$ cat src/rtl/mem_fill_ctrl_if.sv
// Memory read port between the line-fill controller (master) and a multi-cycle memory (slave).
interface mem_fill_ctrl_if;
  logic        en;
  logic        wr;
  logic [15:0] addr;
  logic [15:0] rdata;
  logic        valid;

  modport master (output en, wr, addr, input rdata, valid);
  modport slave  (input en, wr, addr, output rdata, valid);
endinterface

$ cat src/rtl/mem_fill_ctrl.sv
// Cache line fill: issues back-to-back reads for one aligned line, writes returned words in order.
// Optional read watchdog enabled by defining MEM_FILL_TIMEOUT_EN.
module mem_fill_ctrl #(
  parameter int unsigned LINE_WORDS = 8,
  parameter int unsigned MEM_LAT    = 4,
  parameter int unsigned TIMEOUT    = 32,
  localparam int unsigned IdxW      = $clog2(LINE_WORDS)
) (
  input  logic                clk,
  input  logic                rst,
  input  logic                miss_req_i,
  input  logic [15:0]         miss_addr_i,
  mem_fill_ctrl_if.master     mem,
  output logic                line_we_o,
  output logic [IdxW-1:0]     line_idx_o,
  output logic [15:0]         line_data_o,
  output logic                busy_o,
  output logic                fill_done_o,
  output logic                fill_err_o
);

  localparam int unsigned     OffW     = IdxW + 1;
  localparam int unsigned     CntW     = IdxW + 1;
  localparam logic [CntW-1:0] NumWords = CntW'(LINE_WORDS);
  localparam logic [CntW-1:0] LastWord = CntW'(LINE_WORDS - 1);

  typedef enum logic [1:0] {StIdle, StFill, StDone} state_e;

  state_e            state_q, state_d;
  logic [15:0]       base_q, base_d;
  logic [CntW-1:0]   issue_q, issue_d;
  logic [CntW-1:0]   recv_q, recv_d;
  logic              line_we_q, line_we_d;
  logic [IdxW-1:0]   line_idx_q, line_idx_d;
  logic [15:0]       line_data_q, line_data_d;
  logic              timeout;

`ifdef MEM_FILL_TIMEOUT_EN
  localparam int unsigned WdW = $clog2(TIMEOUT + 1);

  logic [WdW-1:0] wd_q, wd_d;

  // Counts idle cycles since FILL entry or the last returned word.
  always_comb begin
    wd_d    = '0;
    timeout = 1'b0;
    if (state_q == StFill && !mem.valid) begin
      wd_d    = wd_q + WdW'(1);
      timeout = (wd_d == WdW'(TIMEOUT));
    end
  end

  always_ff @(posedge clk) begin
    if (rst) wd_q <= '0;
    else     wd_q <= wd_d;
  end
`else
  assign timeout = 1'b0;
`endif

  always_comb begin
    state_d     = state_q;
    base_d      = base_q;
    issue_d     = issue_q;
    recv_d      = recv_q;
    line_we_d   = 1'b0;
    line_idx_d  = line_idx_q;
    line_data_d = line_data_q;
    unique case (state_q)
      StIdle: begin
        issue_d = '0;
        recv_d  = '0;
        if (miss_req_i) begin
          base_d  = {miss_addr_i[15:OffW], {OffW{1'b0}}};
          state_d = StFill;
        end
      end
      StFill: begin
        if (issue_q != NumWords) issue_d = issue_q + CntW'(1);
        if (mem.valid) begin
          line_we_d   = 1'b1;
          line_idx_d  = recv_q[IdxW-1:0];
          line_data_d = mem.rdata;
          recv_d      = recv_q + CntW'(1);
          if (recv_q == LastWord) state_d = StDone;
        end else if (timeout) begin
          state_d = StIdle;
        end
      end
      StDone:  state_d = StIdle;
      default: state_d = StIdle;
    endcase
  end

  always_ff @(posedge clk) begin
    if (rst) begin
      state_q     <= StIdle;
      base_q      <= '0;
      issue_q     <= '0;
      recv_q      <= '0;
      line_we_q   <= 1'b0;
      line_idx_q  <= '0;
      line_data_q <= '0;
    end else begin
      state_q     <= state_d;
      base_q      <= base_d;
      issue_q     <= issue_d;
      recv_q      <= recv_d;
      line_we_q   <= line_we_d;
      line_idx_q  <= line_idx_d;
      line_data_q <= line_data_d;
    end
  end

  // Address wraps within 16 bits; the line base keeps the offset bits clear so no carry-out occurs.
  assign mem.en   = (state_q == StFill) && (issue_q != NumWords);
  assign mem.wr   = 1'b0;
  assign mem.addr = mem.en ? base_q + 16'({issue_q[IdxW-1:0], 1'b0}) : 16'h0000;

  assign line_we_o   = line_we_q;
  assign line_idx_o  = line_idx_q;
  assign line_data_o = line_data_q;
  assign busy_o      = (state_q != StIdle);
  assign fill_done_o = (state_q == StDone);
  assign fill_err_o  = timeout;

  logic unused_cfg;
  assign unused_cfg = ^{miss_addr_i[OffW-1:0], MEM_LAT, TIMEOUT};

endmodule

$ cat src/flat_wrapper.sv
// flat-port wrapper written by rule: the top's interface ports become plain ports
module mem_fill_ctrl_flat 
#(
  parameter int unsigned LINE_WORDS = 8,
  parameter int unsigned MEM_LAT    = 4,
  parameter int unsigned TIMEOUT    = 32,
  localparam int unsigned IdxW      = $clog2(LINE_WORDS)
)
  (clk, rst, miss_req_i, miss_addr_i, line_we_o, line_idx_o, line_data_o, busy_o, fill_done_o, fill_err_o, mem_en, mem_wr, mem_addr, mem_rdata, mem_valid);
  mem_fill_ctrl_if mem_i ();
  input  logic clk;
  input  logic rst;
  input  logic miss_req_i;
  input  logic [15:0] miss_addr_i;
  output logic line_we_o;
  output logic [IdxW-1:0] line_idx_o;
  output logic [15:0] line_data_o;
  output logic busy_o;
  output logic fill_done_o;
  output logic fill_err_o;
  output wire logic [$bits(mem_i.en)-1:0] mem_en;
  output wire logic [$bits(mem_i.wr)-1:0] mem_wr;
  output wire logic [$bits(mem_i.addr)-1:0] mem_addr;
  input wire logic [$bits(mem_i.rdata)-1:0] mem_rdata;
  input wire logic [$bits(mem_i.valid)-1:0] mem_valid;
  assign mem_en = mem_i.en;
  assign mem_wr = mem_i.wr;
  assign mem_addr = mem_i.addr;
  assign mem_i.rdata = mem_rdata;
  assign mem_i.valid = mem_valid;
  mem_fill_ctrl #(.LINE_WORDS(LINE_WORDS), .MEM_LAT(MEM_LAT), .TIMEOUT(TIMEOUT)) u_core (.clk(clk), .rst(rst), .miss_req_i(miss_req_i), .miss_addr_i(miss_addr_i), .mem(mem_i), .line_we_o(line_we_o), .line_idx_o(line_idx_o), .line_data_o(line_data_o), .busy_o(busy_o), .fill_done_o(fill_done_o), .fill_err_o(fill_err_o));
endmodule
$ cat config.mk
export PLATFORM = sky130hd
export DESIGN_NAME = mem_fill_ctrl_flat
export DESIGN_NICKNAME = d
export VERILOG_FILES = /design/src/rtl/mem_fill_ctrl_if.sv /design/src/rtl/mem_fill_ctrl.sv /design/src/flat_wrapper.sv
export SDC_FILE = /design/constraint.sdc
export NUM_CORES = 1
export LEC_CHECK = 0
export BUFFER_PORTS_ARGS = -buffer_cell sky130_fd_sc_hd__buf_2
export CORE_ASPECT_RATIO = 1.4
export CORE_MARGIN = 10
export CORE_UTILIZATION = 50
export DETAILED_ROUTE_END_ITERATION = 10
export PLACE_DENSITY_LB_ADDON = 0.12
export SYNTH_ARGS = -nofsm -noshare
export SYNTH_HDL_FRONTEND = slang
export SYNTH_SLANG_ARGS = --single-unit
$ cat constraint.sdc
create_clock -name clk -period 3.4 [get_ports clk]
set_input_delay 0.51 -clock clk [delete_from_list [all_inputs] [get_ports clk]]
set_output_delay 0.51 -clock clk [all_outputs]
set_load 0.1 [all_outputs]
Word-level counts from Yosys, hierarchy flattened
Cells that the tools add are included.
{"block": "word_totals", "wordCells": 39, "out_inout_bits": 41, "regBits": 42}
{"block": "classes", "add_sub_neg": 3, "mux": 10, "n_reduce_logical": 10, "bitwise_logic": 1, "n_eq_ne": 8}
{"cell": "$add 16x4->16", "count": 1}
{"cell": "$mux 16", "count": 1}
{"cell": "$pmux 4 s2", "count": 2}
{"cell": "$add 4x1->4 const B", "count": 2}
{"cell": "$mux 4", "count": 2}
{"cell": "$reduce_and 2->1", "count": 4}
{"cell": "$mux 2", "count": 3}
{"cell": "$ne 2x2->1 const B", "count": 3}
{"cell": "$eq 4x3->1 const B", "count": 1}
{"cell": "$ne 4x4->1 const B", "count": 1}
{"cell": "$pmux 2 s2", "count": 1}
{"cell": "$reduce_bool 2->1", "count": 2}
{"cell": "$reduce_and 3->1", "count": 1}
{"cell": "$eq 2x1->1 const B", "count": 1}
{"cell": "$eq 2x2->1 const B", "count": 1}
{"cell": "$logic_not 2->1", "count": 1}
{"cell": "$ne 2x1->1 const B", "count": 1}
{"cell": "$reduce_or 2->1", "count": 1}
{"cell": "$logic_and 1x1->1", "count": 1}
{"cell": "$mux 1", "count": 1}
{"cell": "$not 1->1", "count": 1}

Depth between registers and ports, before layout
{"block": "depth", "word_depth": 4, "mapped_depth": 6}

Worst setup path after synthesis
OpenSTA, ideal clock, no wires.
{"block": "synth_path", "kind": "register -> output", "start": "register u_core.issue_q[0]", "end": "output port mem_addr[1]", "setup_slack_ns": -0.062, "path_buffers": 1, "arrival_time_ns": 2.952, "path_stages_with_launch": 6, "required_ns": 2.890, "cell_sequence": "dfxtp_1 -> inv_1 -> ha_1 -> and3b_1 -> buf_1 -> nor3_1"}
{"block": "synth_between", "elab_chain_len": 3, "word_cells_on_any_way": 4, "classes_between": "1 x add/sub; 1 x eq/ne; 1 x mux; 1 x reduce/logical"}
{"item": "start: declaration", "line": "mem_fill_ctrl.sv:31", "text": "logic [CntW-1:0] issue_q, issue_d;"}
{"item": "start signal: assignment", "line": "mem_fill_ctrl.sv:107", "text": "issue_q <= issue_d;"}
{"item": "branches (longest 2 deep; another with $add 16x4->16)"}
{"item": "$mux 16 (*)", "line": "mem_fill_ctrl.sv:118", "text": "assign mem.addr = mem.en ? base_q + 16'({issue_q[IdxW-1:0], 1'b0}) : 16'h0000;"}
{"item": "end: declaration", "line": "flat_wrapper.sv:23", "text": "output wire logic [$bits(mem_i.addr)-1:0] mem_addr;"}
Mark *: on every way between the ends.

Worst setup path in the final report
{"block": "layout_path", "start": "register u_core.state_q[0]", "end": "output port mem_addr[14]"}
{"block": "layout_between", "elab_chain_len": 3}
{"item": "start: declaration", "line": "mem_fill_ctrl.sv:29", "text": "state_e state_q, state_d;"}
{"item": "start signal: assignment", "line": "mem_fill_ctrl.sv:97", "text": "state_q <= StIdle;"}
{"item": "start signal: assignment", "line": "mem_fill_ctrl.sv:105", "text": "state_q <= state_d;"}
{"item": "$eq 2x1->1", "line": "mem_fill_ctrl.sv:116", "text": "assign mem.en = (state_q == StFill) && (issue_q != NumWords);"}
{"item": "$logic_and 1x1->1", "line": "mem_fill_ctrl.sv:116"}
{"item": "$mux 16", "line": "mem_fill_ctrl.sv:118"}
No other way between the ends.

==> flow_summary.json <==
{
  "outcome": "completed",
  "crit_type": "register to primary output",
  "stdcell_area_um2": 2176,
  "cts-buffers-inserted": 5,
  "ctsHoldBuffers": 0,
  "async_reset_ff_share_pct": 0,
  "setup_ws_ns": 0.8158,
  "reg2reg_depth": 4,
  "cts_setup_buffers": 0,
  "period_share_pct": 76.01,
  "worstReg2RegEnd": "u_core.issue_q[3]$_SDFFE_PP0P_",
  "cp.arrival_ns": 2.07,
  "path_buf_inv": 2,
  "dr.pass1.iters": 4,
  "synth_cells": 221,
  "hold_depth": 3,
  "cts_resized": 0,
  "hold_path.startpoint": "mem_rdata[6]",
  "setup_viol": 0,
  "relSlewSlack_pct": 47.99,
  "use_met3_pct": 8.911,
  "cp_top_family": "buffers and inverters",
  "endpoint_kind": "primary output",
  "yosysMostFrequentCell": "nand2_1",
  "yosysSeqAreaShare_pct": 48.07,
  "yosys.area.top_type": "dfxtp_1",
  "cts.path.max_buffers": 2,
  "ys_top_cells_by_count": "nand2_1 (63), dfxtp_1 (42), a21oi_1 (39), and3_1 (12), buf_2 (8)",
  "first_global_vias": 1515,
  "crit_start": "u_core.state_q[0]$_SDFFE_PP0P_",
  "numPortBuffers": 69,
  "avgViaCountPerCell": 5.109,
  "hold_class": "input pin to register",
  "grt_overflow": 0,
  "period_needed_ns": 2.584,
  "critPathSlowestCell": "dfxtp_1",
  "rsz0062_at_grt": "false",
  "ant_nets": 0,
  "tightestPinTransition_ns": 0.7767,
  "die_y_um": 89.99,
  "synth_top_cell_area_share_pct": 48.07,
  "row_count": 25,
  "wl_per_cell_um": 13.46,
  "drc": 0,
  "hold_slack_ns": 0.4389,
  "core_area_um2": 3378,
  "drt_iter0_drc": 53,
  "fmax_mhz": 387.0,
  "worstReg2RegStart": "u_core.state_q[0]$_SDFFE_PP0P_",
  "synth_seq_cells": 42,
  "clock-skew-final_ns": 0.005267,
  "synth_edf_count": 0,
  "required_ns": 2.89,
  "cap_violations": 0,
  "clock_sinks": 42,
  "grtUsageMet2_pct": 19.70,
  "cts.clk_slew.worst_paths_ns": 0.08,
  "preCtsSetupSlack_ns": 1.141,
  "cp_slowest_stage_delay_ns": 0.49,
  "gp_congestion": 0.7358,
  "synth.area.top_cells": "dfxtp_1 (48%), nand2_1 (14%), a21oi_1 (11%)",
  "die_w_um": 69.99,
  "htreeDepth": 2,
  "fin_setup_tns_ns": 0,
  "path_cells": "nor2b_1 -> buf_4 -> and3_1 -> buf_2",
  "hpwlAfterDp_um": 3170,
  "grt_max_degree": 43,
  "num_io_pins": 77,
  "powerDensity_nw_per_um2": 515.6,
  "routed_wirelength_um": 4333,
  "num_vias": 1645,
  "grt_pass1_wl_um": 7065,
  "hold_violations": 0,
  "yosysWarnings": 0,
  "leakage_nw": 1.022,
  "ff2ff_setup_slack_ns": 1.87,
  "grt-busiest-layer": "met2",
  "synth_area_um2": 1749,
  "maxSlewViolCount": 0,
  "cts_tree": "done",
  "final_layout_size_suffix_gt1_share_pct": 28.37,
  "ys_types": 29,
  "clk_latency_ns": 0.30,
  "placed_area_um2": 2067,
  "grtUsageMet1_pct": 14.31,
  "start_util_pct": 51.78,
  "design.die.area_um2": 6298,
  "irDropWorstVdd_mv": 0.3957,
  "area_delta_synth_final_pct": 24.39,
  "nNetsFinal": 320,
  "grt_use_total_pct": 13.10,
  "avgSynthCellArea_um2": 7.915,
  "num_antenna_cells": 0,
  "antenna_found_initial": 0,
  "crit_path_start_kind": "register",
  "cts-root-buf": "clkbuf_8",
  "path_max_fanout": 11,
  "worstHoldEndpoint": "u_core.line_data_o[6]$_SDFFE_PP0P_",
  "ys.flop_type": "dfxtp_1"
}
==> routing by layer <==
| metal | up-vias | wire [µm] |
|---|---|---|
| li1 | 853 | - |
| met1 | 722 | 1808 |
| met2 | 64 | 1924 |
| met3 | 6 | 541 |
| met4 | 0 | 59 |
| met5 | - | 0 |
==> how the worst max path moves through the flow <==
stage               slack, ns  cells past startpoint           end
finish                   0.82                      4  mem_addr[14]
CTS                      0.81                      4  mem_addr[12]
detailed placement       1.14                      4  mem_addr[12]
global route             0.64                      4  mem_addr[15]
floorplan               -0.06                      5   mem_addr[1]
global placement         1.14                      4  mem_addr[12]
==> cell usage in the layout (no fill, tap or decap), types with 2 or more instances in the layout <==
cell	instances
nand3_1	6
conb_1	3
nand3b_1	2
o21ai_0	2
nor3_1	3
nor2_1	3
or3_1	2
nand2_1	63
nand2b_1	2
and3_1	12
clkbuf_8	5
a21oi_1	39
clkinv_2	2
inv_1	2
ha_1	3
buf_4	2
dfxtp_1	42
nor2b_1	3
buf_2	69
nand4b_1	3
and3b_1	2
o211ai_1	4
==> state kept, by name, indices dropped and copies added (netlist names) <==
name	count
u_core.line_we_o	1
u_core.recv_q	4
u_core.line_idx_o	3
u_core.line_data_o	16
u_core.base_q	12
u_core.state_q	2
u_core.issue_q	4
==> power breakdown <==
group	switching [mW]	internal, mW	total (mW)	leakage (nW)
logic	0.175	0.0434	0.218	0.622
registers	0.0110	0.511	0.522	0.342
clock network	0.166	0.216	0.382	0.0579
total	0.351	0.770	1.12	1.02
==> cell type report <==
class / count / area (µm²)
multi-input cells: 159 / 808.3
inverters: 2 / 7.507
clock buffers: 5 / 68.82
fillers: 322 / 1202
flip-flops and latches: 42 / 840.8
repair buffers: 71 / 360.3
clock inverters: 3 / 40.04
well taps: 40 / 50.05
==> worst reg2reg max path, delay by kind of cell (launching register included) <==
kind | cells | cell delay [ns]
compound gates | 1 | 0.17
buf+inv | 1 | 0.26
flops | 1 | 0.49
simple gates | 2 | 0.54
==> metrics by stage <==
| step | util, % | power [mW] | cells |
|---|---|---|---|
| floorplan | - | 0.7135 | 223 |
| global placement | 61.19 | 0.7511 | 314 |
| detailed placement | 61.19 | 0.7531 | 314 |
| CTS | 64.41 | 1.131 | 322 |
| global route | 64.41 | 1.174 | 322 |
| finish | 64.41 | 1.122 | 322 |
==> kinds of logic after synthesis <==
group | share of synthesized area, %
compound gates | 14.24
fa+ha+maj | 2.146
buf+inv | 6.152
flops | 48.07
other cells | 0.2144
simple gates | 29.19
(Power assumes the default switching activity.)
